File: config.mk
export PLATFORM = sky130hd
export DESIGN_NAME = zeta_gen
export DESIGN_NICKNAME = d
export VERILOG_FILES = /design/src/rtl/zeta_gen.sv
export SDC_FILE = /design/constraint.sdc
export NUM_CORES = 1
export LEC_CHECK = 0
export BUFFER_PORTS_ARGS = -buffer_cell sky130_fd_sc_hd__buf_2
export CAP_MARGIN = 10
export CORE_UTILIZATION = 39
export DETAILED_ROUTE_END_ITERATION = 12
export PLACE_DENSITY_LB_ADDON = 0.15
export SLEW_MARGIN = 10
export SYNTH_ARGS = -nofsm -noshare
export SYNTH_HDL_FRONTEND = slang
export SYNTH_SLANG_ARGS = --single-unit
File: constraint.sdc
create_clock -name clk -period 21.4 [get_ports clk]
set_input_delay 1.07 -clock clk [delete_from_list [all_inputs] [get_ports clk]]
set_output_delay 1.07 -clock clk [all_outputs]
set_load 0.02 [all_outputs]
File: src/rtl/zeta_gen.sv
// Runtime twiddle-factor generator: streams zeta[k] = ROOT^brv(k) mod Q to the NTT stage banks.
// Optional macro ZETA_GEN_MONT_EN emits each zeta in the Montgomery domain (adds one CONV cycle per write).
`ifndef NTT_STAGE_CNT
`define NTT_STAGE_CNT 7
`endif
`ifndef DATA_WIDTH
`define DATA_WIDTH 12
`endif

module zeta_gen #(
  parameter int unsigned Q         = 3329,
  parameter int unsigned ROOT      = 17,
  parameter int unsigned MONT_BITS = 16
) (
  input  logic                               clk,
  input  logic                               rst_n,
  input  logic                               start,
  output logic                               busy,
  output logic                               done,
  output logic                               wr_valid,
  input  logic                               wr_ready,
  output logic [$clog2(`NTT_STAGE_CNT)-1:0]  wr_stage,
  output logic [`NTT_STAGE_CNT-2:0]          wr_addr,
  output logic [`DATA_WIDTH-1:0]             wr_data
);

  localparam int unsigned N  = `NTT_STAGE_CNT;
  localparam int unsigned DW = `DATA_WIDTH;
  localparam int unsigned SW = $clog2(N);
  localparam int unsigned AW = N - 1;
  localparam int unsigned PW = 2 * DW;
`ifdef ZETA_GEN_MONT_EN
  localparam int unsigned R_MOD = (32'd1 << MONT_BITS) % Q;
`endif

  typedef enum logic [2:0] {
    S_IDLE,
    S_CHK,
`ifdef ZETA_GEN_MONT_EN
    S_CONV,
`endif
    S_EMIT,
    S_MUL,
    S_RED
  } state_t;

  state_t          state_q;
  logic [N-1:0]    j_q;
  logic [DW-1:0]   p_q;
  logic [PW-1:0]   prod_q;
  logic            busy_q;
  logic            done_q;
  logic            wr_valid_q;
  logic [SW-1:0]   wr_stage_q;
  logic [AW-1:0]   wr_addr_q;
  logic [DW-1:0]   wr_data_q;

  logic [N-1:0]    k_d;
  logic [SW-1:0]   stage_d;
  logic [N-1:0]    base_d;
  logic [AW-1:0]   addr_d;

  // k is the bit-reversal of the exponent counter j
  always_comb begin
    k_d = '0;
    for (int unsigned i = 0; i < N; i++) begin
      k_d[i] = j_q[N-1-i];
    end
  end

  // Bank index is the position of the leading one of k
  always_comb begin
    stage_d = '0;
    for (int unsigned i = 0; i < N; i++) begin
      if (k_d[i]) begin
        stage_d = SW'(i);
      end
    end
  end

  always_comb begin
    base_d = N'(1) << stage_d;
    addr_d = AW'(k_d - base_d);
  end

  always_ff @(posedge clk or negedge rst_n) begin
    if (!rst_n) begin
      state_q    <= S_IDLE;
      j_q        <= '0;
      p_q        <= DW'(1);
      prod_q     <= '0;
      busy_q     <= 1'b0;
      done_q     <= 1'b0;
      wr_valid_q <= 1'b0;
      wr_stage_q <= '0;
      wr_addr_q  <= '0;
      wr_data_q  <= '0;
    end else begin
      done_q <= 1'b0;
      case (state_q)
        S_IDLE: begin
          // A start coinciding with the done pulse is dropped
          if (start && !done_q) begin
            busy_q  <= 1'b1;
            state_q <= S_CHK;
          end
        end
        S_CHK: begin
          if (k_d == '0) begin
            state_q <= S_MUL;
          end else begin
            wr_stage_q <= stage_d;
            wr_addr_q  <= addr_d;
`ifdef ZETA_GEN_MONT_EN
            state_q    <= S_CONV;
`else
            wr_data_q  <= p_q;
            wr_valid_q <= 1'b1;
            state_q    <= S_EMIT;
`endif
          end
        end
`ifdef ZETA_GEN_MONT_EN
        S_CONV: begin
          wr_data_q  <= DW'((PW'(p_q) * PW'(R_MOD)) % PW'(Q));
          wr_valid_q <= 1'b1;
          state_q    <= S_EMIT;
        end
`endif
        S_EMIT: begin
          if (wr_ready) begin
            wr_valid_q <= 1'b0;
            if (j_q == '1) begin
              done_q  <= 1'b1;
              busy_q  <= 1'b0;
              j_q     <= '0;
              p_q     <= DW'(1);
              state_q <= S_IDLE;
            end else begin
              state_q <= S_MUL;
            end
          end
        end
        S_MUL: begin
          prod_q  <= PW'(p_q) * PW'(ROOT);
          state_q <= S_RED;
        end
        S_RED: begin
          p_q     <= DW'(prod_q % PW'(Q));
          j_q     <= j_q + N'(1);
          state_q <= S_CHK;
        end
        default: state_q <= S_IDLE;
      endcase
    end
  end

  assign busy     = busy_q;
  assign done     = done_q;
  assign wr_valid = wr_valid_q;
  assign wr_stage = wr_stage_q;
  assign wr_addr  = wr_addr_q;
  assign wr_data  = wr_data_q;

endmodule

==> results of run 1 <==
synthesized netlist by cell type, types with 8 or more instances:
library cell	count
a31oi_1	11
a21oi_1	31
buf_2	8
mux2i_1	14
ha_1	26
nor2_1	55
dfrtp_1	62
xnor2_1	35
nand3_1	27
o211ai_1	8
or2_2	8
a21o_1	17
nor4_1	10
nor3_1	22
and3_1	11
clkbuf_1	22
xor2_1	15
and2_1	12
o31ai_1	9
nand4_1	11
inv_1	18
o21ai_0	42
nand2_1	131
sequential cells by signal, indices dropped and copies added (netlist names):
signal	count
p_q	12
wr_addr	6
j_q	7
wr_stage	3
done	1
prod_q	17
wr_data	12
state_q	3
wr_valid	1
busy	1
metal layers:
metal	part of all wire [%]	vias up	wire length, µm	track usage, %
li1	-	2851	-	-
met1	50	2817	8660	30.6
met2	45	161	7810	33.5
met3	3.7	36	637	3.74
met4	1.8	0	318	5.26
met5	0	-	0	0
area by class of cell:
cell class                 count  area (µm²)  area share, %
multi-input combinational    650        4420           65.5
sequential                    63        1580           23.4
tap                          216         270           4.01
clock buffer                   9         225           3.34
timing repair buffer          28         143           2.11
inverter                      19        71.3           1.06
clock inverter                 7        40.0          0.593
cell families (layout without fill, tap and decap cells):
family / after synthesis / in the layout
buf+inv: 59 / 63
simple gates: 327 / 327
compound gates: 224 / 224
xor+xnor: 51 / 51
fa+ha+maj: 29 / 29
flops: 63 / 63
mux: 19 / 19
worst paths after layout:
path	start	endpoint	slack (ns)	depth (start not counted)
setup reg to reg	prod_q[14]$_DFFE_PN0P_	p_q[4]$_DFFE_PN0P_	12.90	24
hold / removal	wr_data[2]$_DFFE_PN0P_	wr_data[2]$_DFFE_PN0P_	0.46	2
max in group asynchronous	rst_n	p_q[4]$_DFFE_PN0P_	19.96	2
setup / recovery	prod_q[14]$_DFFE_PN0P_	p_q[4]$_DFFE_PN0P_	12.90	24
hold reg to reg	wr_data[2]$_DFFE_PN0P_	wr_data[2]$_DFFE_PN0P_	0.46	2
min in group asynchronous	rst_n	prod_q[14]$_DFFE_PN0P_	0.91	2
worst max-delay path, stage by stage (launching register included):
cell	delay (ns)
dfrtp_1	0.66
nor2_1	0.20
a211oi_1	0.52
nand2_1	0.46
o2111ai_2	0.53
xor2_1	0.59
a211oi_4	0.12
a21oi_4	0.39
mux2i_1	0.26
a311oi_4	0.73
xnor2_1	0.31
ha_1	0.27
nor4b_1	0.38
mux2_4	0.23
o31a_2	0.17
a41oi_4	0.17
nor2_2	0.40
xnor2_1	0.24
ha_1	0.26
and3_1	0.19
mux2_4	0.15
nand4_1	0.11
a21oi_2	0.54
nor4_1	0.08
or3_1	0.40
per-stage QoR:
stage | hold WS, ns | instances | utilization (%) | worst slack, ns
after floorplan | 0.486 | 772 | - | 14.49
after global placement | 0.457 | 976 | 41.0 | 13.20
after detailed placement | 0.458 | 976 | 41.0 | 13.02
after CTS | 0.471 | 992 | 42.6 | 12.94
after global routing | 0.494 | 992 | 42.6 | 12.31
final | 0.463 | 992 | 42.6 | 12.90
==> results.yml, run 1 <==
outcome:
  status: "completed"
place:
  port_buffers: 27
  globalplace.congestion: 0.914
  hpwlAfterDp_um: 13300
  placed_cell_area_um2: 6480
route:
  wire_per_inst_um: 17.6
  vias: 5865
  ant_nets: 0
  drt_wl_total_um: 17400
  avgViaCountPerCell: 5.91
  drt_iter0_drc: 538
  drc: 0
  first_pass_iters: 5
cts:
  postCtsSetupRepairBufs: 0
  cts_hold_repair.buffers: 0
  cts_tree: "built"
  cts_max_level: 3
  clkSlewWorstSetupHoldPaths_ns: 0.05
  numCtsBuffers: 9
  root_buffer: "clkbuf_16"
  cts_buffer_depth: 2
  ctsResizeCount: 0
  clock_latency_ns: 0.33
  clock_sinks: 63
cells_and_area:
  final_cell_area_um2: 6750
  area_delta_synth_final_pct: 7.47
  drive_gt1_share_pct: 12.2
  layout_commonest_cell: "nand2_1"
  fill_cells: 1596
  layout_common_cells: "nand2_1 (131), dfrtp_1 (62), nor2_1 (55)"
  n_antenna_cell: 0
  nets: 803
synthesis:
  ys_types: 105
  netlist.area_leader.share_pct: 24.7
  synth_area_leaders: "dfrtp_1 (25%), nand2_1 (7.8%), ha_1 (5.2%), xnor2_1 (4.9%), o21ai_0 (3.3%)"
  synthXorXnorAreaFrac_pct: 7.41
  synth_top_family_by_area: "compound AO/OA/AOI/OAI gates"
  syn_avg_cell_area_um2: 8.13
  synthCells: 772
  synth-compound-area-share_pct: 28.4
  yosysTopAreaCell: "dfrtp_1"
  synth_nets: 804
  synth-seq-cells: 63
  synthAdderAreaFrac_pct: 5.98
  synthMuxAreaShare_pct: 3.31
  synth-edff-count: 0
  synth-main-ff-cell: "dfrtp_1"
  yosys.area_share.simple_pct: 25.3
  netlist_area_um2: 6280
  ys_seq_area_share_pct: 25.1
  synth_warnings: 0
  async_flop_share_pct: 100
worst_setup_path:
  path_max_fanout: 16
  end_kind: "flop"
  criticalPathCategory: "reg2reg"
  crit_arrival_ns: 8.70
  worstPathRequired_ns: 21.60
  critPathLaunchType: "flop"
global_routing:
  grt_pass1_vias: 5455
  overflow: 0
  grt_pass1_wl_um: 28400
  antenna_found_initial: 0
  track_usage_pct: 21.5
  grt_max_degree: 64
timing:
  fmax_ghz: 0.118
  grt_setup_unrepaired: "no"
  drv_slew: 0
  setup_viol: 0
  hold_violations: 0
  period_share_pct: 39.7
  tightestPinTransition_ns: 1.04
  skew_ns: 0.00343
  max_slew_margin_pct: 30.4
  min_period_ns: 8.50
  setup-tns-final_ns: 0
floorplanning:
  core_um2: 15800
  die_area_um2: 16600
  row_count: 46
  io-pin-count: 28
  initial_core_util_pct: 39.7
  die_height_um: 129
  dieWidth_um: 129
worst_hold_path:
  hold_path_class: "reg2reg"
flow_run:
  drv_cap: 0
Power of run 1 is left out: the tool's default activity adds up to more than one toggle a clock period on the data nets, which glitch-free logic cannot reach.
==> run 2: changes to the inputs <==
clock period = 8.16 ns   (was 21.4 ns; I/O delays follow)
==> results.yml, run 2 (same netlist as run 1, synthesis figures left out) <==
worst_setup_path:
  criticalPathCategory: "reg2reg"
  worstSetupStartpoint: "prod_q[11]$_DFFE_PN0P_"
  end_kind: "flop"
  r2r-start: "prod_q[11]$_DFFE_PN0P_"
  r2r_end: "p_q[4]$_DFFE_PN0P_"
  path_max_fanout: 14
  reg2regPathDepth: 24
  cp_slowest_cell: "or4_4"
  critPathLaunchType: "flop"
  critPathMaxStageDelay_ns: 0.58
  worstPathRequired_ns: 8.37
  regToRegSetupSlack_ns: 0.52
  crit_arrival_ns: 7.85
  crit_chain: "or4_4 > o311ai_2 > and4_1 > a311oi_1 > o221a_4 > o31a_1 > a21oi_4 > mux2i_1 > a311oi_4 > xnor2_1 > ha_1 > nor4b_1 > mux2_4 > o31a_2 > a41oi_4 > nor2_2 > xnor2_1 > ha_1 > and3_1 > mux2_4 > nand4_1 > a21oi_4 > nor4_1 > or3_1"
floorplanning:
  dieWidth_um: 129
  die_area_um2: 16600
  die_height_um: 129
  row_count: 46
  io-pin-count: 28
  core_um2: 15800
  initial_core_util_pct: 39.7
place:
  globalplace.congestion: 0.887
  hpwlAfterDp_um: 13400
  port_buffers: 27
timing:
  drv_slew: 0
  grt_setup_unrepaired: "no"
  setup-tns-final_ns: 0
  setup_viol: 0
  min_period_ns: 7.64
  tightestPinTransition_ns: 1.00
  period_share_pct: 93.6
  hold_violations: 0
  fmax_ghz: 0.131
  max_slew_margin_pct: 32.8
  skew_ns: 0.00510
cts:
  cts_max_level: 3
  postCtsSetupRepairBufs: 0
  clkSlewWorstSetupHoldPaths_ns: 0.05
  numCtsBuffers: 9
  cts_hold_repair.buffers: 0
  clock_latency_ns: 0.34
  cts_tree: "built"
  clock_sinks: 63
  ctsResizeCount: 0
  root_buffer: "clkbuf_16"
  cts_buffer_depth: 2
global_routing:
  grt_max_degree: 64
  grt_pass1_vias: 5622
  antenna_found_initial: 0
  grt_pass1_wl_um: 28600
  overflow: 0
  track_usage_pct: 21.7
worst_hold_path:
  hold_path_class: "in2async"
flow_run:
  drv_cap: 0
cells_and_area:
  regMostFlops: "prod_q"
  drive_gt1_share_pct: 12.8
  n_antenna_cell: 0
  largest_reg_flops: 17
  nets: 808
  layout_commonest_cell: "nand2_1"
  layout_common_cells: "nand2_1 (131), dfrtp_1 (62), nor2_1 (55)"
  area_delta_synth_final_pct: 9.61
route:
  vias: 5930
  drc: 0
  first_pass_iters: 5
  avgViaCountPerCell: 5.95
  drt_iter0_drc: 484
  wire_per_inst_um: 17.6
  ant_nets: 0
  drt_wl_total_um: 17600
outcome:
  status: "completed"
-- run 2: cell types whose count changed in the layout (fill, tap and decap cells not counted), sizes merged --
cell / before / now
clkinv: 6 / 2
clkbuf: 9 / 11
bufinv: 0 / 3
clkinvlp: 2 / 1
buf: 28 / 33
-- run 2: cell type report --
| cell class | instances | area [µm²] |
|---|---|---|
| Multi-Input combinational cell | 650 | 4440 |
| Clock buffer | 11 | 233 |
| Timing Repair Buffer | 33 | 180 |
| Inverter | 19 | 71.3 |
| Fill cell | 1612 | 8950 |
| Sequential cell | 63 | 1580 |
| Clock inverter | 5 | 106 |
| Tap cell | 216 | 270 |
-- run 2: worst max path at each step --
stage	end	slack, ns	depth (start not counted)
final	p_q[4]$_DFFE_PN0P_	0.52	24
after global routing	p_q[4]$_DFFE_PN0P_	0.07	24
after CTS	p_q[4]$_DFFE_PN0P_	0.41	24
after detailed placement	p_q[4]$_DFFE_PN0P_	0.43	24
after global placement	p_q[4]$_DFFE_PN0P_	0.71	24
after floorplan	p_q[4]$_DFFE_PN0P_	1.25	28
-- run 2: per-layer routing --
| layer | up-vias | share of wire [%] | routed length [µm] | track usage (%) |
|---|---|---|---|---|
| met5 | - | 0 | 0 | 0 |
| met4 | 0 | 2.1 | 371 | 7.96 |
| met3 | 29 | 3.6 | 639 | 3.41 |
| met2 | 145 | 44 | 7680 | 32.4 |
| met1 | 2885 | 51 | 8900 | 31.4 |
| li1 | 2871 | - | - | - |
-- run 2: worst max-delay path, delay by kind of cell (launching register included) --
| family | cells | cell delay [ns] |
|---|---|---|
| adders and majority gates | 2 | 0.48 |
| and+or+nand+nor | 8 | 2.50 |
| DFF | 1 | 0.56 |
| muxes | 3 | 0.95 |
| xor gates and xnor gates | 2 | 0.42 |
| AOI/OAI and AO/OA | 9 | 2.60 |
-- run 2: per-stage QoR --
| step | setup slack, ns | hold slack, ns | cell area [µm²] | instances | util [%] |
|---|---|---|---|---|---|
| 5_1_grt | 0.0748 | 0.333 | 6880 | 997 | 43.5 |
| 4_1_cts | 0.410 | 0.292 | 6860 | 997 | 43.3 |
| 3_3_place_gp | 0.705 | 0.456 | 6520 | 981 | 41.2 |
| 2_1_floorplan | 1.25 | 0.112 | 6280 | 772 | - |
| 3_5_place_dp | 0.428 | 0.458 | 6520 | 981 | 41.2 |
| 6_report | 0.521 | 0.247 | 6880 | 997 | 43.5 |
Power of run 2 is left out for the same reason.
